==> src/rtl/io_panel_ctrl_pkg.sv <==
// rtl/io_panel_ctrl_pkg.sv - shared state codes, blank constants and hex-to-segment table for the IO panel
package io_panel_ctrl_pkg;

    typedef enum logic {
        P_IOP_BLANK = 1'b0,
        P_IOP_SHOW  = 1'b1
    } iop_state_t;

    localparam logic [6:0] SEG_OFF = 7'h7F;
    localparam logic [2:0] AN_OFF  = 3'b111;

    // Segment order {g,f,e,d,c,b,a}, active low.
    function automatic logic [6:0] hex_to_seg(input logic [3:0] nib);
        logic [6:0] s;
        case (nib)
            4'h0: s = 7'h40;
            4'h1: s = 7'h79;
            4'h2: s = 7'h24;
            4'h3: s = 7'h30;
            4'h4: s = 7'h19;
            4'h5: s = 7'h12;
            4'h6: s = 7'h02;
            4'h7: s = 7'h78;
            4'h8: s = 7'h00;
            4'h9: s = 7'h10;
            4'hA: s = 7'h08;
            4'hB: s = 7'h03;
            4'hC: s = 7'h46;
            4'hD: s = 7'h21;
            4'hE: s = 7'h06;
            default: s = 7'h0E;
        endcase
        return s;
    endfunction

endpackage

==> src/rtl/io_panel_ctrl_if.sv <==
// rtl/io_panel_ctrl_if.sv - pad-side and processor-side signals of the IO panel controller
interface io_panel_ctrl_if;
    logic [15:0] sw_raw;
    logic [11:0] ioout;
    logic [15:0] ioin;
    logic [6:0]  seg;
    logic [2:0]  an;

    modport master (output sw_raw, output ioout, input ioin, input seg, input an);
    modport slave  (input sw_raw, input ioout, output ioin, output seg, output an);
endinterface

==> src/rtl/io_debouncer.sv <==
// rtl/io_debouncer.sv - 2-flop synchronizer, shared sample prescaler and 3-sample debounce per bit
module io_debouncer #(
    parameter int WIDTH    = 16,
    parameter int DEB_TICK = 50000
) (
    input  logic             clk,
    input  logic             rst,
    input  logic [WIDTH-1:0] raw,
    output logic [WIDTH-1:0] q
);
    localparam int            TW        = (DEB_TICK > 1) ? $clog2(DEB_TICK) : 1;
    localparam logic [TW-1:0] TICK_LAST = TW'(DEB_TICK - 1);

    logic [WIDTH-1:0] sync1, sync2;
    logic [WIDTH-1:0] hist0, hist1;
    logic [WIDTH-1:0] agree;
    logic [TW-1:0]    tick_cnt;
    logic             tick;

    assign tick = (tick_cnt == TICK_LAST);

    // The 3-deep history is the incoming synced sample plus the two stored ones,
    // so ioin moves on the same tick the third matching sample arrives.
    assign agree = ~(sync2 ^ hist0) & ~(hist0 ^ hist1);

    always_ff @(posedge clk or posedge rst) begin
        if (rst) begin
            sync1    <= '0;
            sync2    <= '0;
            hist0    <= '0;
            hist1    <= '0;
            tick_cnt <= '0;
            q        <= '0;
        end else begin
            sync1    <= raw;
            sync2    <= sync1;
            tick_cnt <= tick ? '0 : tick_cnt + 1'b1;
            if (tick) begin
                hist0 <= sync2;
                hist1 <= hist0;
                q     <= (q & ~agree) | (sync2 & agree);
            end
        end
    end
endmodule

==> src/rtl/io_panel_ctrl.sv <==
// rtl/io_panel_ctrl.sv - switch debounce and 3-digit multiplexed hex display; IOP_LEAD_ZERO_BLANK_EN blanks leading zeros
module io_panel_ctrl
    import io_panel_ctrl_pkg::*;
#(
    parameter int DEB_TICK     = 50000,
    parameter int SCAN_CYCLES  = 100000,
    parameter int BLANK_CYCLES = 1000
) (
    input logic           clk,
    input logic           rst,
    io_panel_ctrl_if.slave bus
);
    localparam int            MAXC       = (SCAN_CYCLES > BLANK_CYCLES) ? SCAN_CYCLES : BLANK_CYCLES;
    localparam int            CW         = (MAXC > 1) ? $clog2(MAXC) : 1;
    localparam logic [CW-1:0] SCAN_LAST  = CW'(SCAN_CYCLES - 1);
    localparam logic [CW-1:0] BLANK_LAST = CW'(BLANK_CYCLES - 1);

    iop_state_t  state;
    logic [CW-1:0] cnt;
    logic [1:0]  digit, next_digit;
    logic [11:0] disp_q;
    logic [3:0]  nib;
    logic        lead_blank;
    logic [6:0]  digit_seg, seg_q;
    logic [2:0]  an_q;

    io_debouncer #(
        .WIDTH   (16),
        .DEB_TICK(DEB_TICK)
    ) u_deb (
        .clk(clk),
        .rst(rst),
        .raw(bus.sw_raw),
        .q  (bus.ioin)
    );

    always_comb begin
        next_digit = (digit == 2'd2) ? 2'd0 : digit + 2'd1;
        case (digit)
            2'd0:    nib = disp_q[3:0];
            2'd1:    nib = disp_q[7:4];
            default: nib = disp_q[11:8];
        endcase
`ifdef IOP_LEAD_ZERO_BLANK_EN
        lead_blank = ((digit == 2'd2) && (disp_q[11:8] == 4'h0)) ||
                     ((digit == 2'd1) && (disp_q[11:4] == 8'h00));
`else
        lead_blank = 1'b0;
`endif
        digit_seg = lead_blank ? SEG_OFF : hex_to_seg(nib);
    end

    // Every digit is preceded by a gap with all anodes off, so at most one anode is ever low.
    always_ff @(posedge clk or posedge rst) begin
        if (rst) begin
            state  <= P_IOP_BLANK;
            cnt    <= '0;
            digit  <= 2'd0;
            disp_q <= '0;
            seg_q  <= SEG_OFF;
            an_q   <= AN_OFF;
        end else begin
            case (state)
                P_IOP_BLANK: begin
                    if (cnt == BLANK_LAST) begin
                        cnt   <= '0;
                        state <= P_IOP_SHOW;
                        an_q  <= ~(3'b001 << digit);
                        seg_q <= digit_seg;
                    end else begin
                        cnt <= cnt + 1'b1;
                    end
                end
                default: begin
                    if (cnt == SCAN_LAST) begin
                        cnt   <= '0;
                        state <= P_IOP_BLANK;
                        an_q  <= AN_OFF;
                        seg_q <= SEG_OFF;
                        digit <= next_digit;
                        // Snapshot once per frame so a frame never mixes two ioout words.
                        if (next_digit == 2'd0) begin
                            disp_q <= bus.ioout;
                        end
                    end else begin
                        cnt <= cnt + 1'b1;
                    end
                end
            endcase
        end
    end

    assign bus.seg = seg_q;
    assign bus.an  = an_q;
endmodule

==> src/flat_wrapper.sv <==
// flat-port wrapper written by rule: the top's interface ports become plain ports
module io_panel_ctrl_flat import io_panel_ctrl_pkg::*;
#(
    parameter int DEB_TICK     = 50000,
    parameter int SCAN_CYCLES  = 100000,
    parameter int BLANK_CYCLES = 1000
)
  (clk, rst, bus_sw_raw, bus_ioout, bus_ioin, bus_seg, bus_an);
  io_panel_ctrl_if bus_i ();
  input logic clk;
  input logic rst;
  input wire logic [$bits(bus_i.sw_raw)-1:0] bus_sw_raw;
  input wire logic [$bits(bus_i.ioout)-1:0] bus_ioout;
  output wire logic [$bits(bus_i.ioin)-1:0] bus_ioin;
  output wire logic [$bits(bus_i.seg)-1:0] bus_seg;
  output wire logic [$bits(bus_i.an)-1:0] bus_an;
  assign bus_i.sw_raw = bus_sw_raw;
  assign bus_i.ioout = bus_ioout;
  assign bus_ioin = bus_i.ioin;
  assign bus_seg = bus_i.seg;
  assign bus_an = bus_i.an;
  io_panel_ctrl #(.DEB_TICK(DEB_TICK), .SCAN_CYCLES(SCAN_CYCLES), .BLANK_CYCLES(BLANK_CYCLES)) u_core (.clk(clk), .rst(rst), .bus(bus_i));
endmodule
==> config.mk <==
export PLATFORM = sky130hd
export DESIGN_NAME = io_panel_ctrl_flat
export DESIGN_NICKNAME = d
export VERILOG_FILES = /design/src/rtl/io_panel_ctrl_pkg.sv /design/src/rtl/io_panel_ctrl_if.sv /design/src/rtl/io_debouncer.sv /design/src/rtl/io_panel_ctrl.sv /design/src/flat_wrapper.sv
export SDC_FILE = /design/constraint.sdc
export NUM_CORES = 1
export LEC_CHECK = 0
export CORE_UTILIZATION = 50
export CTS_BUF_LIST = sky130_fd_sc_hd__clkbuf_8
export CTS_CLUSTER_SIZE = 16
export DETAILED_ROUTE_END_ITERATION = 8
export PLACE_DENSITY = 0.74
export REMOVE_ABC_BUFFERS = 1
export SLEW_MARGIN = 20
export SYNTH_ARGS = -nofsm -noshare
export SYNTH_HDL_FRONTEND = slang
export SYNTH_SLANG_ARGS = --single-unit
==> constraint.sdc <==
create_clock -name clk -period 4.1 [get_ports clk]
set_input_delay 0.41 -clock clk [delete_from_list [all_inputs] [get_ports clk]]
set_output_delay 0.41 -clock clk [all_outputs]
set_load 0.02 [all_outputs]
# ---- After elaboration in Yosys (flattened, before gate mapping)
# Memory sizes are Yosys's and may differ from the RTL's.
# Cells that the tools add are included.
# Widths: inputs -> output; s select.
dict set report word_totals {
  ff_bits 138
  latchBits 0
  memories 1
  inputBits 30
  elab_cells 54
  out_inout_bits 26
  mem_bits_ro 112
  ramBits 0
}
dict set report op_classes {
  n_lt_le_gt_ge 0
  div_mod_pow 0
  add_sub_neg 3
  mux 15
  shifts 1
  eq_ne 6
  bitwise_logic 10
  n_reduce_logical 6
  mul 0
}
# memory depth word_bits read_ports rd_ports_with_merged_regs wr line
set memory_table {}
lappend memory_table {{(no name shown)} 16 7 1 0 0 io_panel_ctrl_pkg.sv:15} ;# case (nib)
# op count
set ops {}
lappend ops {{$mux 17} 3}
lappend ops {{$and 16x16->16} 3}
lappend ops {{$not 16->16} 3}
lappend ops {{$xor 16x16->16} 2}
lappend ops {{$mux 7} 3}
lappend ops {{$add 17x1->17 const B} 1}
lappend ops {{$eq 17x10->1 const B} 1}
lappend ops {{$eq 17x17->1 const B} 1}
lappend ops {{$add 16x1->16 const B} 1}
lappend ops {{$eq 16x16->1 const B} 1}
lappend ops {{$mux 16} 1}
lappend ops {{$or 16x16->16} 1}
lappend ops {{$mux 3} 3}
lappend ops {{$pmux 4 s2} 1}
lappend ops {{$logic_not 2->1} 2}
lappend ops {{$reduce_and 2->1} 2}
lappend ops {{$mux 1} 3}
lappend ops {{$not 3->3} 1}
lappend ops {{$reduce_and 3->1} 1}
lappend ops {{$shl 1x2->3 const A} 1}
lappend ops {{$add 2x1->2 const B} 1}
lappend ops {{$eq 2x1->1 const B} 1}
lappend ops {{$eq 2x2->1 const B} 1}
lappend ops {{$mux 2} 1}
lappend ops {{2 further kinds} 2}

# ---- Depth between registers and ports, before layout
dict set report depth {
  ltp_word 6
  mapped_depth 9
  depth_no_buf 8
}

# ---- Cells and area by module
# From an unflattened synthesis, not the netlist that was laid out.
dict set report hier_totals {
  hier_cells 521
  area_unflattened_um2 5760.5
}
# module seq_area_each_um2 instances cells_per_inst area_each_um2
set modules_own_cells {}
lappend modules_own_cells {io_debouncer 2402.3 1 325 3553.4}
lappend modules_own_cells {io_panel_ctrl 1063.5 1 196 2207.1}

# ---- Worst setup path after synthesis
# No wires, ideal clock.
dict set report synth_timing {
  kind {register to register}
  startpoint {register u_core.digit[0]}
  endpoint {register u_core.seg_q[0], in the netlist u_core.bus.seg[0]}
  setup_time_ns 0.087
  path_buffers 1
  path_slack_ns 1.826
  path_stages_with_launch 9
  t_arrival_ns 2.187
  synth_period_minus_slack_ns 2.274
  cell_sequence {dfrtp_1 clkbuf_1 mux2_2 mux2i_1 inv_1 ha_1 a21boi_0 a222oi_1 a2bb2oi_1}
}
dict set report synth_between {
  elab_chain_cells 5
  word_cells_on_any_way 6
  cone_classes {1 x eq/ne; 3 x mux; 1 x reduce/logical; 1 x memory}
}
# item line
set synth_rtl {}
lappend synth_rtl {{from (decl)} io_panel_ctrl.sv:20} ;# logic [1:0] digit, next_digit;
lappend synth_rtl {{from (signal assigned)} io_panel_ctrl.sv:80} ;# digit <= next_digit;
lappend synth_rtl {{$eq 2x1->1 / $logic_not 2->1 (equally long branches)} io_panel_ctrl.sv:39} ;# case (digit)
lappend synth_rtl {{$pmux 4 s2 (*)} io_panel_ctrl.sv:39}
lappend synth_rtl {{$mem_v2 16x7 (*)} -}
lappend synth_rtl {{$mux 7 (*)} io_panel_ctrl.sv:65} ;# if (cnt == BLANK_LAST) begin
lappend synth_rtl {{$mux 7 (*)} io_panel_ctrl.sv:63} ;# case (state)
lappend synth_rtl {{to (signal assigned)} io_panel_ctrl.sv:69} ;# seg_q <= digit_seg;
lappend synth_rtl {{to (decl)} io_panel_ctrl.sv:24} ;# logic [6:0] digit_seg, seg_q;
# Mark *: on every way between the ends. The rest lies on a longest branch, timed or not. The select of a mux whose other input is x is not followed.
# A chain may end at the register's enable or synchronous reset.

# ---- Worst setup path after layout
dict set report layout_timing {
  startpoint {register u_core.u_deb.tick_cnt[0]}
  endpoint {register u_core.u_deb.hist1[6]}
}
dict set report layout_between {
  elab_chain_cells 1
}
# item line
set layout_rtl {}
lappend layout_rtl {{from (decl)} io_debouncer.sv:17} ;# logic [TW-1:0] tick_cnt;
lappend layout_rtl {{from (signal assigned)} io_debouncer.sv:37} ;# tick_cnt <= tick ? '0 : tick_cnt + 1'b1;
lappend layout_rtl {{$eq 16x16->1} io_debouncer.sv:20} ;# assign tick = (tick_cnt == TICK_LAST);
lappend layout_rtl {{to (signal assigned)} io_debouncer.sv:40} ;# hist1 <= hist0;
lappend layout_rtl {{to (decl)} io_debouncer.sv:15} ;# logic [WIDTH-1:0] hist0, hist1;
# No other way between the ends.

==> metrics <==
fill count=roughly 860; clock tree root driver cell=clkbuf_8; Fin Hold WS=around 0.35 ns; vias per std cell=5.329; number of placement rows=38; biggest area consumer among synthesized cells=dfrtp_1; setup_tns=0 ns; relative slew slack=between 20% and 30%; first-pass GRT wire length=between 15 and 20 mm; top-area cell type share of the netlist area=55.94%; skew final=0.008929 ns; Comb pwr share=~3.6%; share of post-route cells with drive strength above 1=between 10% and 20%; CP max FO=37; Syn Area/Cell=12.03 um^2; WS Path Type=reg -> reg; TritonRoute pass-1 iters=4; R2R setup slack=roughly 1.6 ns; clock share of power=a little over two fifths; Detail Route Antenna Nets=0; Worst Hold Class=reg -> reg; die footprint=about 12000 um^2; internal power=2.004 mW; Worst-Margin Slew=between 1 and 1.5 ns; RD Place Congestion=roughly 0.86; DR vias=around 3.7k; # H-tree levels=4; power share of the sequential group=a little over half; area grow syn2layout=18.88%; crit path from=u_core.u_deb.tick_cnt[0]$_DFF_PP0_; synth top area cells=dfrtp_1 56%, mux2_2 7.1%, dfstp_2 4.6%; RSZ-0062 raised after global routing=false; Fmax achieved=approximately 400 MHz; Final Max Tran Viols=0; Clock Path Buffers=2; Hold-fix buffers, CTS=0; largest net degree at the start of global routing=107; Static Leak=about 3.0 nW; Worst R2R Start=u_core.u_deb.tick_cnt[0]$_DFF_PP0_; Worst-Skew Late Latency=0.45 ns; cell count after synthesis=about 480; Yosys warnings=0; Total Power=roughly 2.6 mW; crit share post-route=between 60% and 70%; hpwl dp=6.545 mm; ys async rst share=100.0%; P_sw=between 0.5 and 0.6 mW; Sw Share=about 23%; CTS tree=built; min Tclk post-route=2.550 ns; Seq cells post-synth=138; All-Layer GR Usage=18.80%; CP endpoint kind=register; IO buf count=55; ANT cells=0; DRC Markers=0; Initial DRC Count=approximately 160; wirelength, routed=just under 10 mm; post-synth cell types=45; overall die width=109.0 um; MaxCap Viol Count=0; Seq/Total Area, Yosys=~61%; Core ar.=between 10000 and 15000 um^2; number of buffers created by CTS=17; final cell count without fillers=a little under 700; io pins=56; Hold Vio Cnt, Final=0; GRT overflow=0; commonest non-fill, non-tap cell in the layout=dfrtp_1; Die Ht=109.0 um; Wirelength per Cell=roughly 14 um; Initial Utilization=about 52%; Max IR drop VDD=0.2655 mV; placed cell count=658; Post-CTS Setup Inserts=0; initial antenna violation count=0; CP Data Required Time=about 4.4 ns; startpoint class of the critical path=register; Primary FF master, synth=dfrtp_1; status=finished clean; worst hold start=u_core.u_deb.sync1[3]$_DFF_PP0_; post-CTS sizing=0; number of global-route vias before repair=roughly 3.7k; PwrDens=between 300 and 400 nW/um^2; CTS clk-pin slew, worst paths=0.08 ns; EDFF count, synth=0; critical path data arrival time=2.89 ns; Final setup viols=0; Synth Cell Area=5725 um^2; CTS sink count=between 100 and 150; Layout Nets=between 500 and 600; most frequent cells in the layout=128 x dfrtp_1, 64 x nor2_1, 55 x clkdlybuf4s50_1, 36 x mux2_2, 33 x nand2_1
==> cells in the mapped netlist (all sizes together), types with 4 or more instances <==
cell type and instances:
nand4 7, buf 9, nor2 64, nor4 4
xnor2 15, a31oi 19, and3 9, mux2i 6
nor3 15, inv 7, a21oi 21, dfstp 10
o21ai 6, nand3 14, and2 5, ha 8
clkbuf 7, mux2 46, dfrtp 128, nand2 33
xor2 17
==> area by class of cell <==
class / instances / area [um^2] / area share [%]
clock inverters: 13 / 145.1 / 2.132
inverters: 7 / 31.28 / 0.4596
flip-flops and latches: 138 / 3466 / 50.92
multi-input cells: 315 / 2155 / 31.65
repair buffers: 58 / 573.1 / 8.419
well taps: 140 / 175.2 / 2.574
clock buffers: 19 / 261.5 / 3.842
==> worst max-delay path: stages (launching register included) <==
cell     delay (ns)
dfrtp_1        0.40
ha_1           0.22
and3_1         0.23
and4_2         0.72
buf_4          0.48
mux2_2         0.39
==> power by group through the flow <==
| stage | clock network, mW | logic [mW] | registers (mW) |
|---|---|---|---|
| floorplan | 0 | 0.0504 | 1.42 |
| global placement | 0 | 0.0908 | 1.42 |
| detailed placement | 0 | 0.0936 | 1.42 |
| CTS | 1.13 | 0.0942 | 1.40 |
| global route | 1.20 | 0.103 | 1.40 |
| finish | 1.10 | 0.0919 | 1.40 |
==> logic make-up after synthesis <==
family | count (synthesis) | synth area share [%]
AND/OR/NAND/NOR | 165 | 14.12
flip-flops | 138 | 60.53
AO/OA/AOI/OAI | 58 | 6.097
multiplexers | 52 | 10.75
XOR/XNOR | 32 | 4.895
buffers and inverters | 23 | 1.858
adder cells (fa/ha/maj) | 8 | 1.748
==> worst paths after layout <==
| check | end | depth (start not counted) |
|---|---|---|
| max reg2reg | u_core.u_deb.hist1[6]$_DFFE_PP0N_ | 5 |
| min in group asynchronous | u_core.u_deb.sync1[2]$_DFF_PP0_ | 2 |
| max in group asynchronous | u_core.bus.an[2]$_DFFE_PP1P_ | 3 |
| min | u_core.u_deb.sync2[3]$_DFF_PP0_ | 0 |
| max | u_core.u_deb.hist1[6]$_DFFE_PP0N_ | 5 |
| min reg2reg | u_core.u_deb.sync2[3]$_DFF_PP0_ | 0 |
==> routing by layer <==
| layer | up-vias | track usage [%] | part of all wire, % |
|---|---|---|---|
| li1 | 1790 | - | - |
| met1 | 1802 | 22.44 | 45 |
| met2 | 68 | 30.68 | 49 |
| met3 | 17 | 6.396 | 4.1 |
| met4 | 0 | 8.591 | 2.0 |
| met5 | - | 0 | 0 |
==> per-stage QoR <==
stage                     setup WS, ns  utilization (%)  cell area [um^2]
after floorplan                0.01038                -              5645
after detailed placement         1.527            58.27              6400
final                            1.550            61.97              6807
after global routing             1.349            61.97              6807
after global placement           1.650            58.27              6400
after CTS                        1.507            61.97              6807
No activity file was read; power rests on OpenSTA's default activity.
